## config.mk

```make
export PLATFORM = sky130hd
export DESIGN_NAME = seq_restoring_divider
export DESIGN_NICKNAME = d
export VERILOG_FILES = /design/src/rtl/div_pkg.sv /design/src/rtl/div_datapath.sv /design/src/rtl/seq_restoring_divider.sv
export SDC_FILE = /design/constraint.sdc
export NUM_CORES = 1
export LEC_CHECK = 0
export BUFFER_PORTS_ARGS = -buffer_cell sky130_fd_sc_hd__buf_4
export CORE_ASPECT_RATIO = 1.25
export CORE_MARGIN = 2
export CORE_UTILIZATION = 60
export CTS_CLUSTER_SIZE = 16
export DETAILED_ROUTE_END_ITERATION = 7
export GPL_TIMING_DRIVEN = 0
export PLACE_DENSITY_LB_ADDON = 0.08
export SETUP_SLACK_MARGIN = 0.2
export SLEW_MARGIN = 40
export SYNTH_ARGS = -nofsm -noshare
export SYNTH_HDL_FRONTEND = slang
export SYNTH_HIERARCHICAL = 1
export SYNTH_SLANG_ARGS = --single-unit
```

## constraint.sdc

```tcl
create_clock -name sys_clk -period 4.52 [get_ports sys_clk]
set_clock_uncertainty 0.05 [all_clocks]
set_input_delay 0.452 -clock sys_clk [delete_from_list [all_inputs] [get_ports sys_clk]]
set_output_delay 0.452 -clock sys_clk [all_outputs]
set_load 0.02 [all_outputs]
```

## src/rtl/div_pkg.sv

```systemverilog
// div_pkg: shared FSM state type and width constants for seq_restoring_divider.
package div_pkg;
    typedef enum logic [1:0] {IDLE, CALC, FIXUP, DONE} state_t;
    localparam int DVD_W_DEF = 8;
    localparam int DVS_W_DEF = 4;
    localparam int CNT_W_DEF = $clog2(DVD_W_DEF + 1);
    function automatic int cnt_w(input int dvd_w);
        return $clog2(dvd_w + 1);
    endfunction
endpackage

```

## src/rtl/div_datapath.sv

```systemverilog
// div_datapath: operand, partial-remainder and quotient registers of the restoring divider.
// DIV_SIGNED_EN adds magnitude conversion on load and sign fixup on commit.
module div_datapath
    import div_pkg::*;
#(
    parameter int DVD_W = DVD_W_DEF,
    parameter int DVS_W = DVS_W_DEF
) (
    input  logic             sys_clk,
    input  logic             sys_rst,
    input  logic             load,
    input  logic             zero,
    input  logic             step,
    input  logic             commit,
`ifdef DIV_SIGNED_EN
    input  logic             signed_mode,
`endif
    input  logic [DVD_W-1:0] dividend,
    input  logic [DVS_W-1:0] divisor,
    output logic [DVD_W-1:0] quotient,
    output logic [DVS_W-1:0] remainder,
    output logic             div_by_zero
);
    // dvd shifts the dividend out of its top while quotient bits enter at the bottom
    logic [DVD_W-1:0] dvd, dvd_in, dvd_nxt, res_q;
    logic [DVS_W-1:0] dvs, dvs_in, pr, pr_nxt, res_r;
    logic [DVS_W:0]   pr_sh, diff;
    logic             ge;
    assign pr_sh   = {pr, dvd[DVD_W-1]};
    assign diff    = pr_sh - {1'b0, dvs};
    assign ge      = ~diff[DVS_W];
    assign pr_nxt  = ge ? diff[DVS_W-1:0] : pr_sh[DVS_W-1:0];
    assign dvd_nxt = {dvd[DVD_W-2:0], ge};
`ifdef DIV_SIGNED_EN
    logic neg_q, neg_r;
    assign dvd_in = (signed_mode && dividend[DVD_W-1]) ? -dividend : dividend;
    assign dvs_in = (signed_mode && divisor[DVS_W-1]) ? -divisor : divisor;
    assign res_q  = neg_q ? -dvd : dvd;
    assign res_r  = neg_r ? -pr : pr;
    always_ff @(posedge sys_clk or posedge sys_rst)
        if (sys_rst) begin
            neg_q <= 1'b0;
            neg_r <= 1'b0;
        end else if (load) begin
            neg_q <= signed_mode & (dividend[DVD_W-1] ^ divisor[DVS_W-1]);
            neg_r <= signed_mode & dividend[DVD_W-1];
        end
`else
    assign dvd_in = dividend;
    assign dvs_in = divisor;
    assign res_q  = dvd_nxt;
    assign res_r  = pr_nxt;
`endif
    always_ff @(posedge sys_clk or posedge sys_rst)
        if (sys_rst) begin
            dvd         <= '0;
            dvs         <= '0;
            pr          <= '0;
            quotient    <= '0;
            remainder   <= '0;
            div_by_zero <= 1'b0;
        end else begin
            if (load) begin
                dvd <= dvd_in;
                dvs <= dvs_in;
                pr  <= '0;
            end else if (step) begin
                dvd <= dvd_nxt;
                pr  <= pr_nxt;
            end
            if (zero) begin
                quotient    <= '1;
                remainder   <= '0;
                div_by_zero <= 1'b1;
            end else if (commit) begin
                quotient    <= res_q;
                remainder   <= res_r;
                div_by_zero <= 1'b0;
            end
        end
endmodule

```

## src/rtl/seq_restoring_divider.sv

```systemverilog
// seq_restoring_divider: one-quotient-bit-per-clock restoring divider; FSM and step counter.
// Define DIV_SIGNED_EN for the signed_mode input and the extra FIXUP cycle.
module seq_restoring_divider
    import div_pkg::*;
#(
    parameter int DVD_W = DVD_W_DEF,
    parameter int DVS_W = DVS_W_DEF
) (
    input  logic             sys_clk,
    input  logic             sys_rst,
    input  logic             start,
`ifdef DIV_SIGNED_EN
    input  logic             signed_mode,
`endif
    input  logic [DVD_W-1:0] dividend,
    input  logic [DVS_W-1:0] divisor,
    output logic             busy,
    output logic             done,
    output logic [DVD_W-1:0] quotient,
    output logic [DVS_W-1:0] remainder,
    output logic             div_by_zero
);
    localparam int CNT_W = cnt_w(DVD_W);
    state_t           state;
    logic [CNT_W-1:0] cnt;
    logic             load, zero, step, last, commit;
    assign last = cnt == CNT_W'(1);
    assign load = state == IDLE && start && divisor != '0;
    assign zero = state == IDLE && start && divisor == '0;
    assign step = state == CALC;
`ifdef DIV_SIGNED_EN
    assign commit = state == FIXUP;
`else
    assign commit = step && last;
`endif
    always_ff @(posedge sys_clk or posedge sys_rst)
        if (sys_rst) begin
            state <= IDLE;
            cnt   <= '0;
            busy  <= 1'b0;
            done  <= 1'b0;
        end else begin
            case (state)
                IDLE: if (load) begin
                    state <= CALC;
                    cnt   <= CNT_W'(DVD_W);
                    busy  <= 1'b1;
                end else if (zero) begin
                    state <= DONE;
                    done  <= 1'b1;
                end
                CALC: begin
                    cnt <= cnt - CNT_W'(1);
                    if (last) begin
`ifdef DIV_SIGNED_EN
                        state <= FIXUP;
`else
                        state <= DONE;
                        busy  <= 1'b0;
                        done  <= 1'b1;
`endif
                    end
                end
`ifdef DIV_SIGNED_EN
                FIXUP: begin
                    state <= DONE;
                    busy  <= 1'b0;
                    done  <= 1'b1;
                end
`endif
                DONE: begin
                    state <= IDLE;
                    done  <= 1'b0;
                end
                default: state <= IDLE;
            endcase
        end
    div_datapath #(.DVD_W(DVD_W), .DVS_W(DVS_W)) u_dp (
        .sys_clk(sys_clk),
        .sys_rst(sys_rst),
        .load(load),
        .zero(zero),
        .step(step),
        .commit(commit),
`ifdef DIV_SIGNED_EN
        .signed_mode(signed_mode),
`endif
        .dividend(dividend),
        .divisor(divisor),
        .quotient(quotient),
        .remainder(remainder),
        .div_by_zero(div_by_zero)
    );
endmodule
```

# Yosys cells after proc, flatten, opt, wreduce, memory -nomap -nowiden

Cells that the tools add are included.

Add/sub/neg operators: 2
Eq/ne operators: 8
Mux-type cells: 24
Bitwise logic cells: 1
Reduce and logical (&&, ||, !) cells: 15

Operators with widths:

| cell                                              | number |
|---|---|
| two-way mux 8 bit                                 | 4 |
| two-way mux 4 bit                                 | 6 |
| case mux 4 bit (2 select lines)                   | 1 |
| two-way mux 1 bit                                 | 7 |
| two-way mux 2 bit                                 | 3 |
| nonzero test 2 bit                                | 3 |
| subtractor 5 x 4 -> 5 bit                         | 1 |
| == test 4 x 1 -> 1 bit (second input constant)    | 1 |
| logical AND 1 bit                                 | 4 |
| zero test 4 bit                                   | 1 |
| != test 2 x 1 -> 1 bit (second input constant)    | 2 |
| != test 2 bit (second input constant)             | 2 |
| case mux 2 bit (2 select lines)                   | 1 |
| AND reduction 2 bit                               | 2 |
| AND reduction 4 bit                               | 1 |
| nonzero test 4 bit                                | 1 |
| subtractor 4 x 1 -> 4 bit (second input constant) | 1 |
| != test 3 x 2 -> 1 bit (second input constant)    | 1 |
| case mux 1 bit (3 select lines)                   | 1 |
| AND reduction 3 bit                               | 1 |
| nonzero test 3 bit                                | 1 |
| == test 2 x 1 -> 1 bit (second input constant)    | 1 |
| == test 2 bit (second input constant)             | 1 |
| zero test 2 bit                                   | 1 |
| other kinds (2)                                   | 2 |

Register bits: 37
Output and inout bits: 15
Logic and storage cells: 60

# Logic depth before layout (Yosys ltp)

Depth in word-level cells: 6
Depth in mapped cells: 9
Gate-level depth less buffers: 8

# Modules after synthesis

Netlist, hierarchy kept.

Modules (own cells, without submodules):

| module                | instances | cells each | area an instance (µm²) | seq. area each (µm²) |
|---|---|---|---|---|
| div_datapath          | 1         | 149        | 1475.2                 | 725.7 |
| seq_restoring_divider | 1         | 37         | 385.4                  | 200.2 |

# Least setup slack after synthesis

OpenSTA, ideal clock, no wires.

Path type: register to register
Start: reg u_dp.dvd[7]
End: reg u_dp.remainder[3]
Arrival time: 2.037 ns
Required time: 4.371 ns
Setup slack: 2.334 ns
Cell stages (with the launch flop): 9
Path buffers: 0
Cell sequence: dfrtp_1 -> inv_1 -> ha_1 -> inv_1 -> fa_1 -> nand3_1 -> a21oi_1 -> or4b_4 -> a311oi_1

Longest elaborated chain between the ends: 4

Ends and longest elaborated chain:

| item                      | line               | RTL |
|---|---|---|
| from (decl)               | div_datapath.sv:25 | `logic [DVD_W-1:0] dvd, dvd_in, dvd_nxt, res_q;` |
| from (signal assigned)    | div_datapath.sv:64 | `dvd <= dvd_in;` |
| from (signal assigned)    | div_datapath.sv:68 | `dvd <= dvd_nxt;` |
| subtractor 5 x 4 -> 5 bit | div_datapath.sv:30 | `assign diff = pr_sh - {1'b0, dvs};` |
| two-way mux 4 bit         | div_datapath.sv:32 | `assign pr_nxt = ge ? diff[DVS_W-1:0] : pr_sh[DVS_W-1:0];` |
| two-way mux 4 bit         | div_datapath.sv:75 | `end else if (commit) begin` |
| two-way mux 4 bit         | div_datapath.sv:71 | `if (zero) begin` |
| to (signal assigned)      | div_datapath.sv:77 | `remainder <= res_r;` |
| to (decl)                 | div_datapath.sv:21 | `output logic [DVS_W-1:0] remainder,` |

No other way between the ends. The select of a mux whose other input is x is not followed.
A chain may end at the register's enable or synchronous reset.

# Final worst setup path

Ends and elaborated chain as after synthesis.

==> summary.txt <==
Global route
  – First-pass GRT wire length: 6.82 mm
  – Met1 usage in global routing: 33.1%
  – Most used routing layer: met2
  – GR Overflow Total: 0
  – Largest net degree at the start of global routing: 30
  – Vias in the first global route: 1510
  – Total Routing Usage GR: 27.2%
  – Met3 Use GR: 6.33%
  – Met2 Usage GRT: 44.1%
  – Initial antenna violation count: 0

Synth
  – Sequential cell area fraction in the yosys report: 49.8%
  – Avg Cell Area, Syn: 10.0 sq um
  – Syn Nets: 208
  – Count of unique library cells instantiated by Yosys: 39
  – Mapped Cells: 186
  – Post-Syn Area: 1860 sq um
  – Synthesis Warnings: 6
  – Yosys reg bits: 37

Clock network
  – CTS resizes: 0
  – Clk sinks: 37
  – Clock Pin Slew Worst Setup and Hold Paths: 100 ps
  – Clk buf depth: 2
  – Num CTS Buffers: 5
  – Root Buffer: clkbuf_4
  – Worst-skew pair later-pin latency: 340 ps
  – CTS H-tree depth: 2
  – TritonCTS clock tree: built

Die
  – Die Y: 66.3 microns
  – Die ar.: 3570 sq um
  – IO Count: 30
  – DIE WIDTH: 53.8 microns
  – Cell Rows: 22
  – Initial Util: 63.2%
  – Core area: 2950 sq um

STA
  – Worst slew pin tran: 623 ps
  – Max Slew Vio Count: 0
  – Fmax: 392 MHz
  – Slew HR: 58.4%
  – WHS: 264 ps
  – Tcrit/Tclk final: 56.5%
  – Setup TNS: 0 ps
  – Fin. Hold Viols: 0
  – Minimum clock period: 2550 ps
  – Final WS setup: 1970 ps
  – Final setup viols: 0
  – RSZ-0062 raised after global routing: no

Final layout
  – Commonest non-fill, non-tap cell in the layout: dfrtp_1
  – Final layout net count: 245
  – Most frequent cells in the layout: dfrtp_1 (37), buf_4 (29), nand2_1 (19)
  – Area added between synthesis and finish: 17.3%
  – Utilization after layout: 74.1%
  – Ant diodes: 0
  – Ratio of cells with drive above 1 in the final layout: 20.5%

Placed design
  – Place WS: 2000 ps
  – RD Place Congestion: 0.878
  – PortBufs: 29
  – Dpl hpwl: 3.09 mm

Power and ir drop
  – NetSw: 0.750 mW
  – LEAKAGE: 1.09 nW
  – Switching Share: 43.4%
  – P per Cell Area: 792 nW/um^2
  – Sequential power share: 34.8%
  – Clock group share of total power: 9.6%
  – Int Power: 0.978 mW
  – Gate power share: 55.6%
  – PnR Total Power: 1.73 mW
  – Peak VDD IR: 579 uV

Worst setup path
  – Reg2reg start: u_dp/dvd[7]$_DFFE_PP0P_
  – Setup crit start: u_dp/dvd[7]$_DFFE_PP0P_
  – Crit start category: register
  – Worst Path Max Fanout: 4
  – Worst path arrival time: 2740 ps
  – Reg-to-Reg End: u_dp/remainder[3]$_DFFE_PP0P_
  – Cells on worst reg2reg path: 8
  – WP data required: 4700 ps
  – Crit Path Category: register to register
  – Critical path capture point: u_dp/remainder[3]$_DFFE_PP0P_
  – R2r setup slk: 1970 ps
  – Critical Path Sink Type: register

Run
  – Max cap viols: 0

Drt
  – Total Routed Length: 4.12 mm
  – Avg WL per Cell: 15.9 microns
  – Initial detailed-routing violation count: 36
  – Via-to-Cell Ratio: 5.73
  – DRC: 0
  – Routed via count: 1489
  – ANT nets after route: 0
  – TritonRoute pass-1 iters: 4

Outcome
  – Outcome: finished clean

Worst hold path
  – Min-delay worst type: input port to register
-- state kept, by name, indices dropped and copies added (netlist names) --
register and count:
u_dp/quotient 8, state 2, u_dp/div_by_zero 1, u_dp/remainder 4, u_dp/dvs 4, u_dp/dvd 8, u_dp/pr 4, cnt 4
done 1, busy 1
-- cell usage after synthesis (all sizes together) --
master | n | share of area (%)
dfrtp | 37 | 50
nand2 | 19 | 3.8
inv | 15 | 3.0
nor2 | 15 | 3.0
o21ai | 15 | 4.2
a211o | 8 | 3.8
clkbuf | 8 | 1.6
nor2b | 8 | 3.1
mux2i | 7 | 3.8
a21oi | 6 | 1.8
ha | 6 | 4.0
a21o | 4 | 1.7
nand3 | 4 | 1.1
nor3 | 4 | 1.3
o211ai | 4 | 1.6
a31oi | 3 | 1.0
a311oi | 2 | 0.94
and3 | 2 | 0.94
nand3b | 2 | 0.81
o31a | 2 | 0.94
o41ai | 2 | 0.94
xor2 | 2 | 0.94
a21boi | 1 | 0.40
and2 | 1 | 0.34
fa | 1 | 1.1
mux2 | 1 | 0.61
nand2b | 1 | 0.34
nor4 | 1 | 0.34
o22ai | 1 | 0.34
or3 | 1 | 0.34
or3b | 1 | 0.61
or4 | 1 | 0.61
or4b | 1 | 0.74
-- power by group through the flow --
stage / Clock (mW) / Sequential, mW / Combinational [mW]
6_report: 0.165 / 0.602 / 0.961
5_1_grt: 0.186 / 0.622 / 1.06
4_1_cts: 0.171 / 0.603 / 0.957
3_5_place_dp: 0 / 0.609 / 0.953
3_3_place_gp: 0 / 0.600 / 0.911
2_1_floorplan: 0 / 0.660 / 0.621
-- cell type report --
type	instances	area (sq um)
flip-flops and latches	37	926
multi-input cells	126	848
fillers	218	763
repair buffers	30	228
inverters	15	56.3
clock buffers	8	48.8
well taps	36	45.0
plain buffers	8	30.0
-- per-stage QoR --
step                      std cells  area (sq um)
final                           260          2180
after global routing            260          2180
after CTS                       260          2180
after detailed placement        251          2120
after global placement          251          2120
after floorplan                 186          1860
-- cells by family after synthesis --
logic type,after synthesis,share of synthesized area [%]
and+or+nand+nor,61,17.4
xor gates and xnor gates,2,0.942
adders and majority gates,7,5.11
muxes,8,4.37
AOI/OAI and AO/OA,48,17.8
DFF,37,49.8
buffers and inverters,23,4.64
-- worst min-delay path by stage --
stage | from | end | slack, ps | cells past startpoint
after floorplan | sys_rst | busy$_DFFE_PP0P_ | 220 | 1
after global placement | sys_rst | busy$_DFFE_PP0P_ | 370 | 2
after detailed placement | sys_rst | state[0]$_DFFE_PP0P_ | 380 | 2
after CTS | dividend[0] | u_dp/dvd[0]$_DFFE_PP0P_ | 250 | 3
after global routing | dividend[0] | u_dp/dvd[0]$_DFFE_PP0P_ | 240 | 3
final | dividend[0] | u_dp/dvd[0]$_DFFE_PP0P_ | 260 | 3
-- timing repair --
item / CTS / global route
hold endpoints to repair: 7 / 0
buffers inserted: 0 / 0
hold buffers: 1 / 0
setup endpoints to repair: 0 / 0
-- worst max-delay path: stages (launching register included) --
cell,delay (ps)
dfrtp_1,400
inv_1,130
ha_1,190
inv_1,50
fa_1,410
nand3_1,170
a21oi_1,130
or4b_4,570
a311oi_1,340
-- per-layer routing --
layer	vias up	routed length, microns
li1	723	-
met1	707	1670
met2	48	2140
met3	11	206
met4	0	101
met5	-	0
Power figures use the tool's default switching activity.
